**src/rtl/noc_injector.sv**
```systemverilog
// noc_injector
// Endpoint-to-router injection stage. Takes a valid/ready flit stream from a
// local endpoint, tags every flit with its packet's destination and tail
// marker, and drives one router input port under credit-based flow control.
// Packets are kept atomic: the destination latched from the head flit is
// reused for every body flit.
//
// Ports:
//   clk, rst_n    clock, asynchronous active-low reset
//   in_valid      endpoint flit valid
//   in_ready      injector can accept a flit
//   in_data       flit payload
//   in_dest       destination, sampled on head flits only
//   in_last       last flit of the packet
//   data_out      to router data_in
//   dest_out      to router dest_in
//   is_tail_out   to router is_tail_in
//   send_out      to router send_in, one pulse per flit
//   credit_in     from router credit_out, one pulse per freed buffer slot
//   credit_err    sticky, a credit arrived with the counter already full
//   pkt_err       sticky, a packet was truncated (length-limited build only)
//
// Optional feature: define NOC_INJECTOR_MAXLEN_EN to enable the per-packet
// length limit (MAX_PACKET_FLITS) with truncation and a DROP state.

module noc_injector #(
  parameter int FLIT_WIDTH        = 256,
  parameter int DEST_WIDTH        = 3,
  parameter int FLIT_BUFFER_DEPTH = 2,
  parameter int MAX_PACKET_FLITS  = 16
) (
  input  logic                  clk,
  input  logic                  rst_n,
  input  logic                  in_valid,
  output logic                  in_ready,
  input  logic [FLIT_WIDTH-1:0] in_data,
  input  logic [DEST_WIDTH-1:0] in_dest,
  input  logic                  in_last,
  output logic [FLIT_WIDTH-1:0] data_out,
  output logic [DEST_WIDTH-1:0] dest_out,
  output logic                  is_tail_out,
  output logic                  send_out,
  input  logic                  credit_in,
  output logic                  credit_err,
  output logic                  pkt_err
);

  localparam int CNT_W = $clog2(FLIT_BUFFER_DEPTH) + 1;
  localparam logic [CNT_W-1:0] CNT_FULL = CNT_W'(FLIT_BUFFER_DEPTH);

  typedef enum logic [1:0] {
    IDLE,
    BODY,
    DROP
  } state_e;

  state_e                  state_q, state_d;
  logic [CNT_W-1:0]        credCnt_q, credCnt_d;
  logic [DEST_WIDTH-1:0]   headDest_q, headDest_d;
  logic                    credErr_q, credErr_d;
  logic [FLIT_WIDTH-1:0]   data_q, data_d;
  logic [DEST_WIDTH-1:0]   dest_q, dest_d;
  logic                    tail_q, tail_d;
  logic                    send_q, send_d;
  logic                    readyRaw;
  logic                    fire;
  logic                    sendFire;

`ifdef NOC_INJECTOR_MAXLEN_EN
  localparam int FCNT_W = $clog2(MAX_PACKET_FLITS + 1);
  localparam logic [FCNT_W-1:0] LEN_MAX = FCNT_W'(MAX_PACKET_FLITS);

  logic [FCNT_W-1:0]       flitCnt_q, flitCnt_d;
  logic                    pktErr_q, pktErr_d;
  logic [FCNT_W-1:0]       pktLen;
  logic                    trunc;
`endif

  // Readiness comes only from registered state, so credit_in never reaches
  // in_ready combinationally. rst_n gates just the output; the internal
  // handshake does not need it because every flop is held in reset anyway.
  assign readyRaw = (state_q == DROP) || (credCnt_q != '0);
  assign in_ready = rst_n & readyRaw;
  assign fire     = in_valid & readyRaw;
  assign sendFire = fire & (state_q != DROP);

  // Next-state logic: credit accounting, packet FSM and the output register.
  always_comb begin
    state_d    = state_q;
    credCnt_d  = credCnt_q;
    headDest_d = headDest_q;
    credErr_d  = credErr_q;
    data_d     = data_q;
    dest_d     = dest_q;
    tail_d     = tail_q;
    send_d     = 1'b0;
`ifdef NOC_INJECTOR_MAXLEN_EN
    flitCnt_d  = flitCnt_q;
    pktErr_d   = pktErr_q;
    pktLen     = (state_q == IDLE) ? FCNT_W'(1) : flitCnt_q + 1'b1;
    trunc      = sendFire && !in_last && (pktLen == LEN_MAX);
`endif

    // A credit and a send in the same cycle cancel out. A lone credit on a
    // full counter means the router returned more than it was given.
    if (credit_in && !sendFire) begin
      if (credCnt_q == CNT_FULL) begin
        credErr_d = 1'b1;
      end else begin
        credCnt_d = credCnt_q + 1'b1;
      end
    end else if (!credit_in && sendFire) begin
      credCnt_d = credCnt_q - 1'b1;
    end

    if (sendFire) begin
      send_d = 1'b1;
      data_d = in_data;
      tail_d = in_last;
      if (state_q == IDLE) begin
        dest_d = in_dest;
        if (!in_last) begin
          headDest_d = in_dest;
        end
      end else begin
        dest_d = headDest_q;
      end
      state_d = in_last ? IDLE : BODY;
`ifdef NOC_INJECTOR_MAXLEN_EN
      flitCnt_d = pktLen;
      if (trunc) begin
        tail_d   = 1'b1;
        pktErr_d = 1'b1;
        state_d  = DROP;
      end
`endif
    end
`ifdef NOC_INJECTOR_MAXLEN_EN
    else if (fire && in_last) begin
      // Rest of an over-long packet is swallowed until its own tail.
      state_d = IDLE;
    end
`endif
  end

  // State and output registers.
  always_ff @(posedge clk or negedge rst_n) begin
    if (!rst_n) begin
      state_q    <= IDLE;
      credCnt_q  <= CNT_FULL;
      headDest_q <= '0;
      credErr_q  <= 1'b0;
      data_q     <= '0;
      dest_q     <= '0;
      tail_q     <= 1'b0;
      send_q     <= 1'b0;
`ifdef NOC_INJECTOR_MAXLEN_EN
      flitCnt_q  <= '0;
      pktErr_q   <= 1'b0;
`endif
    end else begin
      state_q    <= state_d;
      credCnt_q  <= credCnt_d;
      headDest_q <= headDest_d;
      credErr_q  <= credErr_d;
      data_q     <= data_d;
      dest_q     <= dest_d;
      tail_q     <= tail_d;
      send_q     <= send_d;
`ifdef NOC_INJECTOR_MAXLEN_EN
      flitCnt_q  <= flitCnt_d;
      pktErr_q   <= pktErr_d;
`endif
    end
  end

  assign data_out    = data_q;
  assign dest_out    = dest_q;
  assign is_tail_out = tail_q;
  assign send_out    = send_q;
  assign credit_err  = credErr_q;
`ifdef NOC_INJECTOR_MAXLEN_EN
  assign pkt_err     = pktErr_q;
`else
  assign pkt_err     = 1'b0;
`endif

endmodule

```
**config.mk**
```make
export PLATFORM = sky130hd
export DESIGN_NAME = noc_injector
export DESIGN_NICKNAME = d
export VERILOG_FILES = /design/src/rtl/noc_injector.sv
export SDC_FILE = /design/constraint.sdc
export NUM_CORES = 1
export LEC_CHECK = 0
export CAP_MARGIN = 20
export CORE_AREA = 2 2 204 206
export DETAILED_ROUTE_END_ITERATION = 8
export DIE_AREA = 0 0 206 208
export PLACE_DENSITY = 0.55
export SYNTH_ARGS = -nofsm -noshare
export SYNTH_HDL_FRONTEND = slang
export SYNTH_SLANG_ARGS = --single-unit
```
**constraint.sdc**
```tcl
create_clock -name clk -period 2.9 [get_ports clk]
set_clock_uncertainty 0.15 [all_clocks]
set_input_delay 0.29 -clock clk [delete_from_list [all_inputs] [get_ports clk]]
set_output_delay 0.29 -clock clk [all_outputs]
set_load 0.01 [all_outputs]
```
==> results of run 1 <==
registers in the layout (all words and copies together) (netlist names):
register and count:
credCnt_q 2, credit_err 1, data_out 256, dest_out 3
headDest_q 3, is_tail_out 1, send_out 1, state_q 1
layout make-up:
cell class              count  area [sq um]
clock buffers              46           922
clock inverters            10           154
fillers                  4019         23500
inverters                   3          18.8
multi-input cells         799          3110
flip-flops and latches    268          6710
well taps                 532           666
repair buffers            539          5470
report_power, final:
| part | switching [mW] | internal [mW] |
|---|---|---|
| logic | 3.78 | 4.17 |
| registers | 0.970 | 5.53 |
| clock network | 1.55 | 2.53 |
| total | 6.29 | 12.2 |
metal layers:
layer / up-vias / track usage, % / routed length (um)
li1: 4416 / - / -
met5: - / 0 / 0
met4: 0 / 3.82 / 840
met2: 337 / 26.0 / 16400
met1: 4186 / 18.7 / 13600
met3: 47 / 5.78 / 3480
worst paths after layout:
| path | from | slack [ns] | to | depth (start not counted) |
|---|---|---|---|---|
| max reg2reg | credCnt_q[0] | 0.98 | data_out[98] | 4 |
| min | in_data[164] | 0.1 | data_out[164] | 3 |
| max in group asynchronous | rst_n | 1.54 | data_out[81] | 3 |
| min reg2reg | data_out[18] | 0.32 | data_out[18] | 2 |
| min in group asynchronous | rst_n | 0.37 | dest_out[2] | 3 |
| max | credCnt_q[1] | 0.62 | in_ready | 2 |
cells in the final DEF (no fill, tap or decap), drive strengths merged:
| cell | instances |
|---|---|
| nand2 | 774 |
| clkdlybuf4s50 | 525 |
| dfrtp | 267 |
| clkbuf | 46 |
| buf | 13 |
| o21ai | 6 |
| clkinv | 5 |
| bufinv | 4 |
| inv | 4 |
| mux2i | 3 |
| mux2 | 3 |
| nor2 | 3 |
| o21a | 1 |
| and2 | 1 |
| nor3b | 1 |
| nand3 | 1 |
| o311ai | 1 |
| or3 | 1 |
| a221oi | 1 |
| a31o | 1 |
| a21oi | 1 |
| conb | 1 |
| dfstp | 1 |
| dlygate4sd3 | 1 |
critical path, stage by stage, from the launching register on:
cell and delay [ns]:
dfstp_2 0.60, o21a_1 0.13, clkdlybuf4s50_1 0.56
cells by family (layout without fill, tap and decap cells):
| logic type | Yosys count | in the layout | share of synthesized area, % |
|---|---|---|---|
| compound gates | 11 | 11 | 0.716 |
| flops | 268 | 268 | 66.2 |
| mux | 6 | 6 | 0.741 |
| simple gates | 781 | 781 | 29.1 |
| other cells | 1 | 1 | 0.0370 |
| buf+inv | 62 | 598 | 3.24 |
repair_timing:
action,CTS,global route
setup endpoints to repair,0,0
gates resized for setup,0,0
endpoints found under the hold margin,267,0
hold buffers,1,0
==> results list, run 1 <==
* Run status: finished clean
- In the post-synthesis netlist, the cell with the most instances is nand2_1.
- The finished layout holds 2197 standard cells, fillers aside.
* Share of async-settable or async-resettable flops after synthesis: 100%
* Seq/Total Area, Yosys: 66.2%
- In this run the core area contains 74 standard-cell rows.
* Top Ports: 528
- Final setup violating endpoints: 0
- Number of detailed-routing iterations run before antenna repair: 6
* Largest area contributor in the synthesized netlist: dfrtp_1
- Before CTS, the worst setup slack after placement is 0.673 ns.
- The worst path meets setup with 0.618 ns of slack.
- Counting along the longest clock path gives a buffer depth of 3.
- The routed layout has 8986 vias.
- In this run the worst hold path is classified as input port to flop.
* RSZ-0062 raised after global routing: false
- EDFF count, synth: 0
- Global routing used 15.5% of the available tracks.
- Total of max-cap violations: 0
- In this run the tool buffered the top-level ports with 526 buffer cells.
- Setup fix buffers added after clock tree synthesis: 0
- Of all nets on the critical path, the largest fanout is 6.
- After routing the design area is 17000 sq um.
- In the routed design, unresolved DRC markers number 0.
- HPWL after detailed placement: 24.2 mm
- Final RePlAce weighted congestion: 0.819
- Total Die Area: 42800 sq um
- Area share of the largest cell type after synthesis: 65.9%
* Total nets after synthesis: 1393
- Wire length per cell: 15.6 um
- DRC marker count from the first detailed-route iteration: 338
- The tree is rooted in a clkbuf_16.
* Synthesized cell area: 10100 sq um
* Yosys reg bits: 268
- Power density over cell area: 1090 nW/um^2
- In this run the vertical extent of the chip is 208 um.
- VDD sags by at most 0.000711 V.
- The worst setup path is of the flop to output port kind.
- The final hold violation count came to 0.
- After detailed routing, the total wire length is 34.3 mm.
- Startpoint type of the worst setup path: flop
- DR vias/cell: 4.09
* Core Footprint: 40600 sq um
- Antenna diode count: 0
- Timing would allow up to 0.438 GHz.
- Starting Density: 25.0%
* # clock sinks: 268
* Warnings from Yosys: 0
* Pins over their slew limit: 0
- The first global-routing pass estimated 52.8 mm of wire.
- In the final layout, the share of cells above drive strength 1 is 4.26%.
* Pwr Total: 18.5 mW
- CTS tree: built
* Number of instances in the synthesized netlist: 1129
* Worst path arrival time: 1.84 ns
- Commonest cells in the netlist: 774 x nand2_1, 267 x dfrtp_1, 40 x buf_2
* Post-route core utilization: 42.0%
- In this run the number of H-tree levels came out at 1.
- After detailed placement, the design holds a cell count of 2140.
- Final hold analysis gives a worst-case slack of 0.0974 ns.
- The routed design could run at a clock period as short as 2.28 ns.
- Number of different library cells in the post-synthesis netlist: 23
- After detailed placement, the total cell area comes to 16000 sq um.
- After clock tree synthesis, the clock-pin slew on the worst setup and hold paths is 0.06 ns.
* Number of nets in the layout: 1906
* Area added between synthesis and finish: 68.2%
* Dominant cells by area after synthesis: dfrtp_1 66%, nand2_1 29%, buf_2 2.0%
* Max-slew headroom at the worst pin: 43.7%
- For the final routed database, the setup TNS stands at 0 ns.
- Actual transition at the worst max-transition pin: 0.844 ns
- Averaged over all synthesized cells, the footprint is 8.98 sq um.
- The die is 206 um wide.
- Clk Latency, worst-skew pair: 0.56 ns
- Most instantiated flip-flop cell in the synthesis netlist: dfrtp_1
- Final worst path period share: 78.7%
- Antenna violations before repair: 0
- The count of nets left with antenna violations once routing finished came out at 0.
- Entering global routing, the biggest net connects 142 pins.
- TritonCTS Buffers: 31
* Endpoint class of the critical path: output port
* Number of global-route vias before repair: 9051
* Required time of the worst setup path: 2.46 ns
- The analysis attributes to cell leakage a power of 8.27 nW.
* Remaining Overflow, GRT: 0
Power figures use the tool's default switching activity.
==> run 2, diff against run 1 <==
Settings changed: PLACE_DENSITY 0.55 to 0.57.
Clock period 2.9 ns to 2 ns, I/O delays scaled along.
==> results list, run 2 (synthesis results as in run 1) <==
* Run status: finished clean
* Top Ports: 528 (unchanged)
- Cell class contributing the biggest share of worst-path delay: buffers and inverters
* Crit path max fanout: 2 (-4)
- The final antenna-violating net count was 0 (unchanged).
* Remaining Overflow, GRT: 0 (unchanged)
* Endpoint class of the critical path: output port
- The TritonCTS buffer count came to 30 (-3.2%).
- The final-report max-slew violation count is 0 (unchanged).
- The slew of the pin with the lowest slew margin was 0.597 ns (-0.247 ns).
* Clock Tree Buf Depth: 3 (unchanged)
- The max-capacitance violation count came to 0 (unchanged).
* H-Tree Level Count: 1 (unchanged)
* Static leakage power: 8.80 nW (+6.5%)
* Die boundary height: 208 um (unchanged)
* GR Util met1: 19.5% (+0.75 points)
- Total vias in the final route: 9552 (+6.3%)
- The headroom to the max-slew limit was 60.2% (+16 points).
- The post-CTS clock slew at the launch and capture registers of the worst setup and hold paths is 0.06 ns (about the same).
* Worst path arrival time: 1.52 ns (-0.32 ns)
- The total routed wirelength was 35.2 mm (+2.6%).
- The required time reported for the critical path endpoint came to 1.65 ns (-0.81 ns).
* Clk Tree Root Cell: clkbuf_16
* Final count of hold timing violations: 0 (unchanged)
* Layout cell share with drive strength beyond 1: 4.56% (+0.30 points)
- Total Die Area: 42800 sq um (unchanged)
- # port buffers: 526 (unchanged)
- Met2 track demand over resource in global routing: 27.6% (+1.6 points)
- Antenna diode count: 0 (unchanged)
- Total number of placement rows: 74 (unchanged)
- Setup TNS: 0 ns (unchanged)
- The global routing stage identified its most utilized layer as met2.
- DRC marker count from the first detailed-route iteration: 454 (+34%)
* Path category of the worst min-delay check: input port to flop
- The power density normalized to cell area is 1470 nW/um^2 (+35%).
- The total buffers and inverters traversed by the critical path is 1 (unchanged).
- DRC violations left: 0 (unchanged)
* Category of the critical setup timing path: flop to output port
* Maximum single-stage delay on the critical path: 0.61 ns (about the same)
* Core Footprint: 40600 sq um (unchanged)
- Antenna violations before repair: 0 (unchanged)
- The effective utilization at floorplan was 25.0% (unchanged).
* Number of global-route vias before repair: 10000 (+11%)
* Final setup violating endpoints: 0 (unchanged)
- The area growth from synthesis to layout is 80.3%.
- The flip-flop count of the largest register after layout came to 256 (unchanged).
- Number of detailed-routing iterations run before antenna repair: 4 (-2)
- TritonCTS built the clock tree.
- The largest net degree at the start of global routing came to 124 (-13%).
* Wire length of the first global-routing pass: 55.0 mm (+4.3%)
- The half-perimeter wire length after detailed placement is 25.0 mm (+3.4%).
* Setup fix buffers added after clock tree synthesis: 0 (unchanged)
- Most frequent standard cell in the layout excluding fill and tap cells: nand2_1
* Wire length per cell: 15.1 um (-3.2%)
- Commonest cells after routing, fill and taps aside: 774 x nand2_1, 524 x clkdlybuf4s50_1, 267 x dfrtp_1
- Time the final worst path needs with I/O delays and setup: 1.87 ns
* Achievable frequency: 0.536 GHz
- The overall routing resource usage was 16.1% (+0.54 points).
- The insertion delay of the later-clocked pin in the worst-skew pair came to 0.55 ns (about the same).
- The weighted congestion reported at the end of routability-driven placement came to 0.802 (-2.0%).
* Startpoint type of the worst setup path: flop
- Die width: 206 um (unchanged)
* # clock sinks: 268 (unchanged)
- Final worst path period share: 93.3%
- The count of nets after finishing was 2039 (+7.0%).
- DR vias/cell: 4.10 (+0.27%)
* Min Hold Slack: 0.0321 ns (-0.0653 ns)
* Global-route met3 utilization: 4.40% (-1.4 points)
- RSZ-0062 raised after global routing: false
- Among all stages on the critical path, the largest delay is contributed by clkdlybuf4s50_1.
* Critical-path cell list: clkdlybuf4s50_1
- Worst vdd ir: 0.000824 V (+16%)
[run 2: changes by cell type in the layout (fill, tap and decap cells not counted)]
| cell | previous run | this run |
|---|---|---|
| inv_6 | 1 | 0 |
| dlygate4sd3_1 | 1 | 123 |
| clkdlybuf4s50_1 | 525 | 524 |
| clkbuf_8 | 9 | 4 |
| bufinv_16 | 4 | 3 |
| clkbuf_2 | 0 | 1 |
| clkinv_2 | 5 | 10 |
| buf_4 | 4 | 16 |
[run 2: through the flow]
stage | setup WS, ns | instance area (sq um) | std cells | util, % | power, mW
after CTS | 0.0137 | 18300 | 2329 | 45.1 | 27.2
after global placement | 0.182 | 16000 | 2152 | 39.6 | 21.1
after global routing | 0.0419 | 18300 | 2329 | 45.0 | 28.7
after detailed placement | 0.149 | 16000 | 2152 | 39.6 | 21.3
after floorplan | 0.453 | 10100 | 1129 | - | 14.0
final | 0.134 | 18300 | 2329 | 45.0 | 26.8
[run 2: where the power goes]
| part | switching, mW | total [mW] | internal (mW) |
|---|---|---|---|
| clock | 2.21 | 5.56 | 3.35 |
| combinational | 5.53 | 11.8 | 6.28 |
| sequential | 1.43 | 9.45 | 8.02 |
[run 2: worst paths after layout]
path                         startpoint             to  slack (ns)  cells after the start
min reg2reg                data_out[33]   data_out[33]        0.32                      2
max reg2reg                credCnt_q[0]   data_out[76]        0.17                      4
max in group asynchronous         rst_n  data_out[157]        0.76                      3
min in group asynchronous         rst_n  data_out[185]        0.18                      3
max                        data_out[88]   data_out[88]        0.13                      1
min                        in_data[118]  data_out[118]        0.03                      3
[run 2: what timing repair did]
action	4_1_cts	5_1_grt
hold buffers	123	0
gates resized for setup	2	1
endpoints found under the hold margin	388	0
endpoints found under the setup margin	1	1
[run 2: routing by layer]
| metal | vias up | wire, um |
|---|---|---|
| met5 | - | 0 |
| li1 | 4690 | - |
| met4 | 0 | 923 |
| met1 | 4461 | 14200 |
| met3 | 60 | 3060 |
| met2 | 341 | 17100 |
[run 2: cell type report]
class | count | area (sq um)
Clock buffer | 41 | 853
Tap cell | 532 | 666
Timing Repair Buffer | 673 | 6780
Clock inverter | 13 | 140
Fill cell | 3913 | 22300
Multi-Input combinational cell | 799 | 3110
Inverter | 3 | 18.8
Sequential cell | 268 | 6710
